===== src/rtl/prng_prefetch_buffer.sv =====
// Prefetch FIFO between a one-word-per-request PRNG and its consumer.
// Optional feature macro: PRNG_BUF_RANGE_EN (multiply-high range reduction of the head word).
module prng_prefetch_buffer #(
    parameter int DEPTH = 4
) (
    input  logic        clk,
    input  logic        rst_n,
    output logic        next_o,
    input  logic [31:0] rnd_i,
    input  logic        gen_write_i,
    output logic        rd_valid_o,
    input  logic        rd_ready_i,
    output logic [31:0] rd_data_o,
    input  logic [15:0] bound_i,
    output logic [4:0]  level_o,
    output logic [15:0] starve_o
);
    // Handshake: a word moves to the consumer on any edge where rd_valid_o && rd_ready_i.
    localparam int         PTR_W   = (DEPTH > 1) ? $clog2(DEPTH) : 1;
    localparam logic [4:0] DEPTH_L = 5'(DEPTH);

    logic [31:0]      mem [DEPTH];
    logic [PTR_W-1:0] wr_ptr;
    logic [PTR_W-1:0] rd_ptr;
    logic [4:0]       level;
    logic             in_flight;
    logic             capture;
    logic             pop;
    logic [31:0]      head;

    // Count the word already requested so the FIFO can never be over-asked.
    assign next_o     = rst_n && !gen_write_i && ((level + {4'd0, in_flight}) < DEPTH_L);
    assign capture    = in_flight && !gen_write_i && (level != DEPTH_L);
    assign rd_valid_o = (level != 5'd0);
    assign pop        = rd_valid_o && rd_ready_i && !gen_write_i;
    assign head       = mem[rd_ptr];
    assign level_o    = level;

    always_ff @(posedge clk) begin
        if (!rst_n || gen_write_i) begin
            wr_ptr    <= '0;
            rd_ptr    <= '0;
            level     <= 5'd0;
            in_flight <= 1'b0;
        end else begin
            in_flight <= next_o;
            if (capture) begin
                wr_ptr <= wr_ptr + 1'b1;
            end
            if (pop) begin
                rd_ptr <= rd_ptr + 1'b1;
            end
            case ({capture, pop})
                2'b10:   level <= level + 5'd1;
                2'b01:   level <= level - 5'd1;
                default: level <= level;
            endcase
        end
    end

    // Storage is never cleared; emptiness is tracked by level alone.
    always_ff @(posedge clk) begin
        if (rst_n && capture) begin
            mem[wr_ptr] <= rnd_i;
        end
    end

    always_ff @(posedge clk) begin
        if (!rst_n) begin
            starve_o <= 16'd0;
        end else if (rd_ready_i && !rd_valid_o && (starve_o != 16'hFFFF)) begin
            starve_o <= starve_o + 16'd1;
        end
    end

`ifdef PRNG_BUF_RANGE_EN
    logic [47:0] product;
    assign product   = {16'h0, head} * {32'h0, bound_i};
    assign rd_data_o = (bound_i != 16'd0) ? {16'h0, product[47:32]} : head;
`else
    logic unused_bound;
    assign unused_bound = ^bound_i;
    assign rd_data_o    = head;
`endif

endmodule


===== config.mk =====
export PLATFORM = sky130hd
export DESIGN_NAME = prng_prefetch_buffer
export DESIGN_NICKNAME = d
export VERILOG_FILES = /design/src/rtl/prng_prefetch_buffer.sv
export SDC_FILE = /design/constraint.sdc
export NUM_CORES = 1
export LEC_CHECK = 0
export ABC_AREA = 1
export BUFFER_PORTS_ARGS = -buffer_cell sky130_fd_sc_hd__buf_2
export CELL_PAD_IN_SITES_DETAIL_PLACEMENT = 1
export CELL_PAD_IN_SITES_GLOBAL_PLACEMENT = 1
export CORE_ASPECT_RATIO = 1.75
export CORE_MARGIN = 2
export CORE_UTILIZATION = 35
export DETAILED_ROUTE_END_ITERATION = 8
export PLACE_DENSITY = 0.7
export SLEW_MARGIN = 20
export SYNTH_ARGS = -nofsm -noshare
export SYNTH_HDL_FRONTEND = slang
export SYNTH_SLANG_ARGS = --single-unit

===== constraint.sdc =====
create_clock -name clk -period 3.96 [get_ports clk]
set_input_delay 0.792 -clock clk [delete_from_list [all_inputs] [get_ports clk]]
set_output_delay 0.792 -clock clk [all_outputs]
set_load 0.01 [all_outputs]

==> results of run 1 <==
[worst max-delay path by stage]
stage,from,to,slack [ps],cells after the start
floorplan,gen_write_i,mem[0][0],1150,3
global placement,rst_n,next_o,880,6
detailed placement,rst_n,next_o,830,6
CTS,rst_n,next_o,810,6
global route,rst_n,next_o,650,6
finish,rst_n,next_o,860,6
[layout by cell type (no fill, tap or decap), types with 15 or more instances in the layout]
| cell type | count |
|---|---|
| sky130_fd_sc_hd__edfxtp_1 | 128 |
| sky130_fd_sc_hd__nor2_1 | 92 |
| sky130_fd_sc_hd__buf_2 | 90 |
| sky130_fd_sc_hd__o21ai_0 | 69 |
| sky130_fd_sc_hd__nand2_1 | 59 |
| sky130_fd_sc_hd__o22ai_1 | 32 |
| sky130_fd_sc_hd__inv_1 | 27 |
| sky130_fd_sc_hd__dfxtp_1 | 27 |
| sky130_fd_sc_hd__clkbuf_16 | 17 |
| sky130_fd_sc_hd__nand3_1 | 15 |
[logic make-up (layout without fill, tap and decap cells)]
logic type,Yosys count,after routing,synth area share (%)
AND/OR/NAND/NOR,188,188,12.43
AO/OA/AOI/OAI,127,127,11.19
XOR/XNOR,13,13,1.784
flip-flops,156,156,69.01
buffers and inverters,53,160,3.509
adder cells (fa/ha/maj),10,10,2.078
[layout make-up]
class / instances / area, um^2
Clock buffer: 21 / 440.4
Clock inverter: 11 / 121.4
Fill cell: 1969 / 10310
Inverter: 30 / 112.6
Multi-Input combinational cell: 338 / 1784
Sequential cell: 156 / 4405
Tap cell: 234 / 292.8
Timing Repair Buffer: 98 / 510.5
[layer usage]
| metal | up-vias | track usage, % |
|---|---|---|
| li1 | 2129 | - |
| met1 | 2227 | 16.80 |
| met2 | 91 | 32.70 |
| met3 | 10 | 3.607 |
| met4 | 0 | 5.368 |
| met5 | - | 0 |
[flip-flops by register name (all words and copies together), names as in the netlist, named ones only]
signal,cells
in_flight,1
level_o,5
mem,128
rd_ptr,2
starve_o,16
wr_ptr,2
[stage by stage]
stage,cell area [um^2],util (%)
5_1_grt,7667,42.66
6_report,7667,42.66
2_1_floorplan,6382,-
3_5_place_dp,7106,39.53
4_1_cts,7667,42.66
3_3_place_gp,7106,39.53
[critical path: stages]
cell	delay (ps)
sky130_fd_sc_hd__buf_2	170
sky130_fd_sc_hd__inv_1	270
sky130_fd_sc_hd__nor2_1	310
sky130_fd_sc_hd__clkinv_1	300
sky130_fd_sc_hd__a211oi_1	290
sky130_fd_sc_hd__buf_2	170
[power groups by stage]
stage / sequential [mW] / clock (mW) / combinational [mW]
6_report: 1.80 / 1.55 / 0.143
5_1_grt: 1.80 / 1.64 / 0.161
4_1_cts: 1.80 / 1.58 / 0.147
3_5_place_dp: 1.83 / 0 / 0.145
3_3_place_gp: 1.83 / 0 / 0.136
2_1_floorplan: 1.83 / 0 / 0.0785
==> results.ini, run 1 <==
[placement]
dp.cells=856
gp_congestion=0.8086
preCtsSetupSlack_ps=829.6
placement.io_buffers=90
dpl.hpwl_um=9956

[synth]
edff_count_synth=128
asyncSetResetFlopFracSynth_pct=0
synthesis.area_um2=6382
synth_cells=547
synth.avg_cell_area_um2=11.67
yosysSeqAreaShare_pct=69.01
synth.largest_area_cell=sky130_fd_sc_hd__edfxtp_1
yosys_register_bits=156
yosysMostFrequentCell=sky130_fd_sc_hd__edfxtp_1
ys_types=29
synthesis.nets=609
synthesis.yosys.warnings=0
synth_common_cells=128 x sky130_fd_sc_hd__edfxtp_1, 96 x sky130_fd_sc_hd__nor2_1, 69 x sky130_fd_sc_hd__o21ai_0, 59 x sky130_fd_sc_hd__nand2_1, 32 x sky130_fd_sc_hd__o22ai_1
ys_top_cells_by_area=sky130_fd_sc_hd__edfxtp_1 60%, sky130_fd_sc_hd__dfxtp_1 8.8%, sky130_fd_sc_hd__nor2_1 5.6%, sky130_fd_sc_hd__o21ai_0 5.4%, sky130_fd_sc_hd__nand2_1 3.5%
synth_top_flop_cell=sky130_fd_sc_hd__edfxtp_1
synth_top_area_share_pct=60.22

[grt]
grt_first_pass_wirelength_um=24670
grt_use_total_pct=16.54
gr-total-overflow=0
grt_pass1_vias=4893
grt_antenna_before_repair=0
grt_max_degree=65

[route]
dr.first_iter.drc_count=244
final_antenna_net_count=0
remaining_drc_errors=0
drt_wl_total_um=15560
post_drt_wl_per_cell_um=17.52
routed-via-count=4457
wl_met1_um=5856
routed-wl-met3_um=699
detailedRoute.firstPassIterationCount=4
route.met2.wl_um=8839
dr.max_layer_used=met4
detail_route.vias_per_cell=5.019

[floorplan]
ios=107
fp-row-count=65
dieWidth_um=106.1
placeable_core_region_um2=17970
die_area_um2=19370
fp.dieH_um=182.6
start_util_pct=35.51

[layout]
final-instance-count-excl-fill=888
drive_gt1_share_pct=22.78
antennaDiodeCount=0
syn2layout_area_growth_pct=20.13
nNetsFinal=703

[clocking]
clock_buffers_created_by_tritoncts=17
h-tree-depth=4
cts_resized=0
cts_sinks=156
clkTransAtPathRegs_ps=60
postCtsSetupRepairBufs=0
cts-root-buf=sky130_fd_sc_hd__clkbuf_16
cts_tree=done
clk-insertion-delay-late_ps=420
clock_path_buffers=2
holdBufCountCts=0

[setup_path]
timing.rr.end=level_o[4]
cp.required_ps=3170
worst_case_reg_to_reg_path_depth=13
critical_path.reg2reg.startpoint=level_o[2]
timing.critical_path.fanout_max=12
critical_path_arrival_ps=2310
crit_path_end_kind=output port
ff2ff_setup_slack_ps=1620
crit_type=in -> out
startpoint_types=primary input

[power]
switching_share_pct=20.87
power_report.internal_total_mw=2.760
p_sw_uw=727.9
vdd_ir_drop_max_mv=0.2599
power_frac_clock_pct=44.3
pwr-share-comb_pct=4.1
power.static_leakage_nw=2.754
ratio_of_total_power_to_cell_area_nw_per_um2=454.9
share_seq_of_total_power_pct=51.6
report.power.total_mw=3.488

[sta]
worst-slew-pin-transition_ps=650.8
hold-worst-slack_ps=536.1
setup_viol=0
setup_total_negative_slack_ps=0
fmax_mhz=322.9
finalWorstSetupSlack_ps=862.9
fin_worst_skew_ps=10.31
final_period_minus_worst_setup_slack_ps=3097
rsz0062_at_grt=no
report.final.hold_viol_count=0
worst_slew_margin_rel_pct=56.61
slew_viol_final=0
min_period_over_period_pct=78.21

[run_status]
outcome=completed

[hold_path]
min_delay_path_depth=2
whs_endpoint=rd_ptr[1]
hold_path_startpoint=rd_ptr[1]
min_path_type=reg -> reg

[job]
drv.max_cap_violation_count=0

No activity file was read; power rests on OpenSTA's default activity.
==> inputs of run 2 (changes only) <==
--- a/config.mk
+++ b/config.mk
@@ -13,7 +13,7 @@
 export CORE_MARGIN = 2
 export CORE_UTILIZATION = 35
 export DETAILED_ROUTE_END_ITERATION = 8
-export PLACE_DENSITY = 0.7
+export PLACE_DENSITY = 0.72
 export SLEW_MARGIN = 20
 export SYNTH_ARGS = -nofsm -noshare
 export SYNTH_HDL_FRONTEND = slang
==> constraint.sdc (replaced) <==
create_clock -name clk -period 2.8 [get_ports clk]
set_input_delay 0.56 -clock clk [delete_from_list [all_inputs] [get_ports clk]]
set_output_delay 0.56 -clock clk [all_outputs]
set_load 0.01 [all_outputs]
==> results.ini, run 2 (same netlist as run 1, synthesis figures left out) <==
[power]
ratio_of_total_power_to_cell_area_nw_per_um2=648.0  ; +42%
power.static_leakage_nw=2.819  ; +2.4%
vdd_ir_drop_max_mv=0.3781  ; +45%
report.power.total_mw=5.040  ; +44%

[grt]
grt_use_total_pct=17.08  ; +0.54 points
grt_first_pass_wirelength_um=24870  ; +0.84%
grt_pass1_vias=4936  ; +0.88%
grt_max_degree=65  ; unchanged
grt_antenna_before_repair=1  ; +1
gr-total-overflow=0  ; unchanged

[placement]
placement.io_buffers=90  ; unchanged
gp_congestion=0.8326  ; +3.0%
dpl.hpwl_um=10310  ; +3.6%
preCtsSetupSlack_ps=416.0  ; -413.6 ps

[sta]
finalWorstSetupSlack_ps=234.4  ; -628.5 ps
worst-slew-pin-transition_ps=647.8  ; -3.018 ps
setup_viol=0  ; unchanged
slew_viol_final=0  ; unchanged
report.final.hold_viol_count=0  ; unchanged
fmax_mhz=389.8
min_period_over_period_pct=91.63
final_period_minus_worst_setup_slack_ps=2566
worst_slew_margin_rel_pct=56.81  ; +0.20 points
setup_total_negative_slack_ps=0  ; unchanged
fin_worst_skew_ps=8.992  ; -1.313 ps
rsz0062_at_grt=no

[setup_path]
timing.critical_path.fanout_max=64  ; +52
worst_case_reg_to_reg_path_depth=13  ; unchanged
crit_path_cell_trace=buf_4, o21ai_0, o22ai_1, buf_2
cp.required_ps=2240  ; -930 ps
timing.rr.end=level_o[4]
ff2ff_setup_slack_ps=470  ; -1150 ps
worstPathBufferInverterCount=2  ; -2
critical_path.reg2reg.startpoint=level_o[2]
crit_type=reg -> out
crit_path_max_incr_delay_ps=500  ; +190 ps
crit_family=buffers and inverters
worst_path_max_delay_cell=sky130_fd_sc_hd__buf_4
startpoint_types=register
crit_path_end_kind=output port
critical_path_arrival_ps=2010  ; -300 ps

[layout]
syn2layout_area_growth_pct=21.86
registers.top_by_ff_count=mem
commonest_cells_after_routing_fill_and_taps_aside=128 x sky130_fd_sc_hd__edfxtp_1, 92 x sky130_fd_sc_hd__nor2_1, 90 x sky130_fd_sc_hd__buf_2
nNetsFinal=707  ; +0.57%
utilization_pct=43.27  ; +0.61 points
drive_gt1_share_pct=24.16  ; +1.4 points
most_common_library_cell_in_the_layout_ignoring_fill_and_taps=sky130_fd_sc_hd__edfxtp_1
largest_register_ffs=128  ; unchanged

[route]
detail_route.vias_per_cell=5.027  ; +0.15%
remaining_drc_errors=0  ; unchanged
dr.first_iter.drc_count=210  ; -14%
post_drt_wl_per_cell_um=17.60  ; +0.48%
final_antenna_net_count=0  ; unchanged
routed-via-count=4489  ; +0.72%
detailedRoute.firstPassIterationCount=4  ; unchanged
drt_wl_total_um=15720  ; +1.0%

[clocking]
clkTransAtPathRegs_ps=60  ; about the same
clock_path_buffers=2  ; unchanged
clock_buffers_created_by_tritoncts=17  ; unchanged
holdBufCountCts=0  ; unchanged
cts_tree=done
cts_sinks=156  ; unchanged
cts-root-buf=sky130_fd_sc_hd__clkbuf_16
clk-insertion-delay-late_ps=430  ; about the same
h-tree-depth=4  ; unchanged
postCtsSetupRepairBufs=0  ; unchanged
cts_resized=0  ; unchanged

[hold_path]
whs_endpoint=mem[0][6]
min_delay_path_depth=1  ; -1
min_path_type=in -> reg
hold_path_startpoint=rnd_i[6]

[job]
drv.max_cap_violation_count=0  ; unchanged

[run_status]
outcome=completed

[floorplan]
placeable_core_region_um2=17970  ; unchanged
fp.dieH_um=182.6  ; unchanged
start_util_pct=35.51  ; unchanged
die_area_um2=19370  ; unchanged
ios=107  ; unchanged
fp-row-count=65  ; unchanged
dieWidth_um=106.1  ; unchanged

## run 2: layout make-up
class,count,area [um^2]
multi-input combinational,338,1784
sequential,156,4405
inverter,30,112.6
antenna,1,2.502
clock buffer,17,425.4
fill,1948,10200
tap,234,292.8
timing repair buffer,102,590.6
clock inverter,15,163.9
## run 2: where the power goes
group / leakage (nW) / internal [mW] / switching (mW)
sequential: 1.38 / 2.53 / 0.0135
clock: 0.285 / 1.33 / 0.957
combinational: 1.15 / 0.0751 / 0.140
## run 2: routing by layer
layer	GRT usage, %	share of wire (%)	vias to the layer above
met3	3.714	3.8	27
met2	33.45	57	105
li1	-	-	2135
met4	9.000	2.6	0
met1	16.12	37	2222
met5	0	0	-
## run 2: per-stage QoR
stage	hold slack, ps	instances	cell area [um^2]
2_1_floorplan	471.2	547	6382
3_3_place_gp	507.2	860	7186
4_1_cts	323.0	892	7775
5_1_grt	321.3	893	7777
6_report	346.1	893	7777
3_5_place_dp	519.8	860	7186
## run 2: how the worst max path moves through the flow
| stage | end | cells past startpoint |
|---|---|---|
| global placement | level_o[4] | 13 |
| global route | rd_data_o[1] | 4 |
| finish | rd_data_o[5] | 4 |
| floorplan | mem[0][0] | 4 |
| CTS | rd_data_o[29] | 4 |
| detailed placement | level_o[4] | 13 |
==> inputs of run 3 (changes only) <==
--- a/config.mk
+++ b/config.mk
@@ -7,10 +7,10 @@
 export LEC_CHECK = 0
 export ABC_AREA = 1
 export BUFFER_PORTS_ARGS = -buffer_cell sky130_fd_sc_hd__buf_2
-export CELL_PAD_IN_SITES_DETAIL_PLACEMENT = 1
+export CELL_PAD_IN_SITES_DETAIL_PLACEMENT = 0
 export CELL_PAD_IN_SITES_GLOBAL_PLACEMENT = 1
 export CORE_ASPECT_RATIO = 1.75
-export CORE_MARGIN = 2
+export CORE_MARGIN = 8
 export CORE_UTILIZATION = 35
 export DETAILED_ROUTE_END_ITERATION = 8
 export PLACE_DENSITY = 0.72
==> results.ini, run 3 (same netlist as run 1, synthesis figures left out) <==
[run_status]
outcome=completed

[setup_path]
crit_family=buffers and inverters
crit_path_end_kind=output port
cp.required_ps=2240  ; about the same
worst_path_max_delay_cell=sky130_fd_sc_hd__buf_4
worst_case_reg_to_reg_path_depth=13  ; unchanged
worstPathBufferInverterCount=2  ; unchanged
crit_cells=4  ; unchanged
crit_path_max_incr_delay_ps=540  ; +40 ps
ff2ff_setup_slack_ps=530  ; +60 ps
crit_type=reg -> out
critical_path.reg2reg.startpoint=level_o[2]
crit_path_cell_trace=buf_4, o21ai_0, o22ai_1, buf_2
startpoint_types=register
critical_path_arrival_ps=1920  ; -90 ps
timing.critical_path.fanout_max=64  ; unchanged

[layout]
syn2layout_area_growth_pct=21.00
antennaDiodeCount=0  ; -1
area.sequential_um2=4405  ; unchanged
largest_register_ffs=128  ; unchanged
multi_input_area_um2=1784  ; unchanged
commonest_cells_after_routing_fill_and_taps_aside=128 x sky130_fd_sc_hd__edfxtp_1, 92 x sky130_fd_sc_hd__nor2_1, 90 x sky130_fd_sc_hd__buf_2
nNetsFinal=708  ; +0.14%
utilization_pct=42.97  ; -0.31 points
most_common_library_cell_in_the_layout_ignoring_fill_and_taps=sky130_fd_sc_hd__edfxtp_1
drive_gt1_share_pct=23.59  ; -0.57 points
final_layout_fill_cell_count=1727  ; -11%
registers.top_by_ff_count=mem

[sta]
setup_total_negative_slack_ps=0  ; unchanged
worst-slew-pin-transition_ps=667.1  ; +19.28 ps
final_period_minus_worst_setup_slack_ps=2476  ; -89.47 ps
rsz0062_at_grt=no
worst_slew_margin_rel_pct=55.53  ; -1.3 points
report.final.hold_viol_count=0  ; unchanged
fin_worst_skew_ps=5.281  ; -3.711 ps
slew_viol_final=0  ; unchanged
fmax_mhz=403.9  ; +3.6%
min_period_over_period_pct=88.43  ; -3.2 points
setup_viol=0  ; unchanged

[placement]
dpl.hpwl_um=9313  ; -9.7%
placement.io_buffers=90  ; unchanged
gp_congestion=0.8214  ; -1.3%

[grt]
gr-total-overflow=0  ; unchanged
grt_antenna_before_repair=1  ; unchanged
grt_first_pass_wirelength_um=23910  ; -3.9%
grt_max_degree=65  ; unchanged
grt_use_total_pct=13.22  ; -3.9 points
grt_pass1_vias=4752  ; -3.7%

[route]
detailedRoute.firstPassIterationCount=4  ; unchanged
routed-via-count=4451  ; -0.85%
post_drt_wl_per_cell_um=16.66  ; -5.4%
drt_wl_total_um=14840  ; -5.6%
dr.first_iter.drc_count=194  ; -7.6%
remaining_drc_errors=0  ; unchanged
final_antenna_net_count=0  ; unchanged
detail_route.vias_per_cell=4.996  ; -0.62%

[clocking]
cts_tree=done
clkTransAtPathRegs_ps=60  ; about the same
cts_sinks=156  ; unchanged
clock_buffers_created_by_tritoncts=17  ; unchanged
clock_path_buffers=2  ; unchanged
clk-insertion-delay-late_ps=410  ; -20 ps
postCtsSetupRepairBufs=0  ; unchanged
cts-root-buf=sky130_fd_sc_hd__clkbuf_16
h-tree-depth=4  ; unchanged
cts_resized=0  ; unchanged
holdBufCountCts=0  ; unchanged

[floorplan]
fp.dieH_um=194.6  ; +6.6%
ios=107  ; unchanged
dieWidth_um=118.1  ; +11%
start_util_pct=35.51  ; unchanged
die_area_um2=22980  ; +19%
fp-row-count=65  ; unchanged
placeable_core_region_um2=17970  ; unchanged

[job]
drv.max_cap_violation_count=0  ; unchanged

[power]
ratio_of_total_power_to_cell_area_nw_per_um2=624.4  ; -3.7%
report.power.total_mw=4.822  ; -4.3%
power.static_leakage_nw=2.793  ; -0.91%
vdd_ir_drop_max_mv=0.3396  ; -10%

[hold_path]
hold_path_startpoint=rnd_i[27]
min_path_type=in -> reg
min_delay_path_depth=1  ; unchanged

-- run 3: area by class of cell --
cell class	instances	share of cell area (%)
Sequential cell	156	57.05
Multi-Input combinational cell	338	23.10
Timing Repair Buffer	103	7.745
Clock buffer	18	5.557
Tap cell	234	3.791
Inverter	30	1.458
Clock inverter	12	1.296
-- run 3: power breakdown --
part / total, mW / switching [mW] / internal (mW) / leakage, nW
registers: 2.54 / 0.0121 / 2.53 / 1.38
clock network: 2.07 / 0.864 / 1.20 / 0.251
logic: 0.213 / 0.137 / 0.0767 / 1.16
-- run 3: worst reg2reg max path: cells and delay by family, from the launching register on --
family | cells | cell delay [ps]
fa+ha+maj | 2 | 700
simple gates | 5 | 460
flops | 1 | 410
buf+inv | 4 | 410
compound gates | 1 | 120
xor+xnor | 1 | 110
-- run 3: path summary, 6_finish.rpt --
kind | to
worst max register to register | level_o[4]
worst min-delay path | mem[3][27]
worst max-delay path | rd_data_o[8]
worst min register to register | starve_o[15]
-- run 3: per-layer routing --
metal / GRT usage [%] / vias up / wire length, um
met4: 5.916 / 2 / 283
met5: 0 / - / 13
met2: 24.42 / 102 / 7966
met1: 13.27 / 2189 / 5947
met3: 3.918 / 25 / 631
li1: - / 2133 / -
-- run 3: through the flow --
stage / cell area, um^2 / setup WS [ps] / hold slack, ps / cells
after floorplan: 6382 / 205.0 / 471.2 / 547
after global placement: 7193 / 465.4 / 509.1 / 861
after detailed placement: 7193 / 446.2 / 520.2 / 861
after CTS: 7722 / 269.4 / 334.2 / 891
after global routing: 7722 / 132.1 / 339.5 / 891
final: 7722 / 323.9 / 358.4 / 891
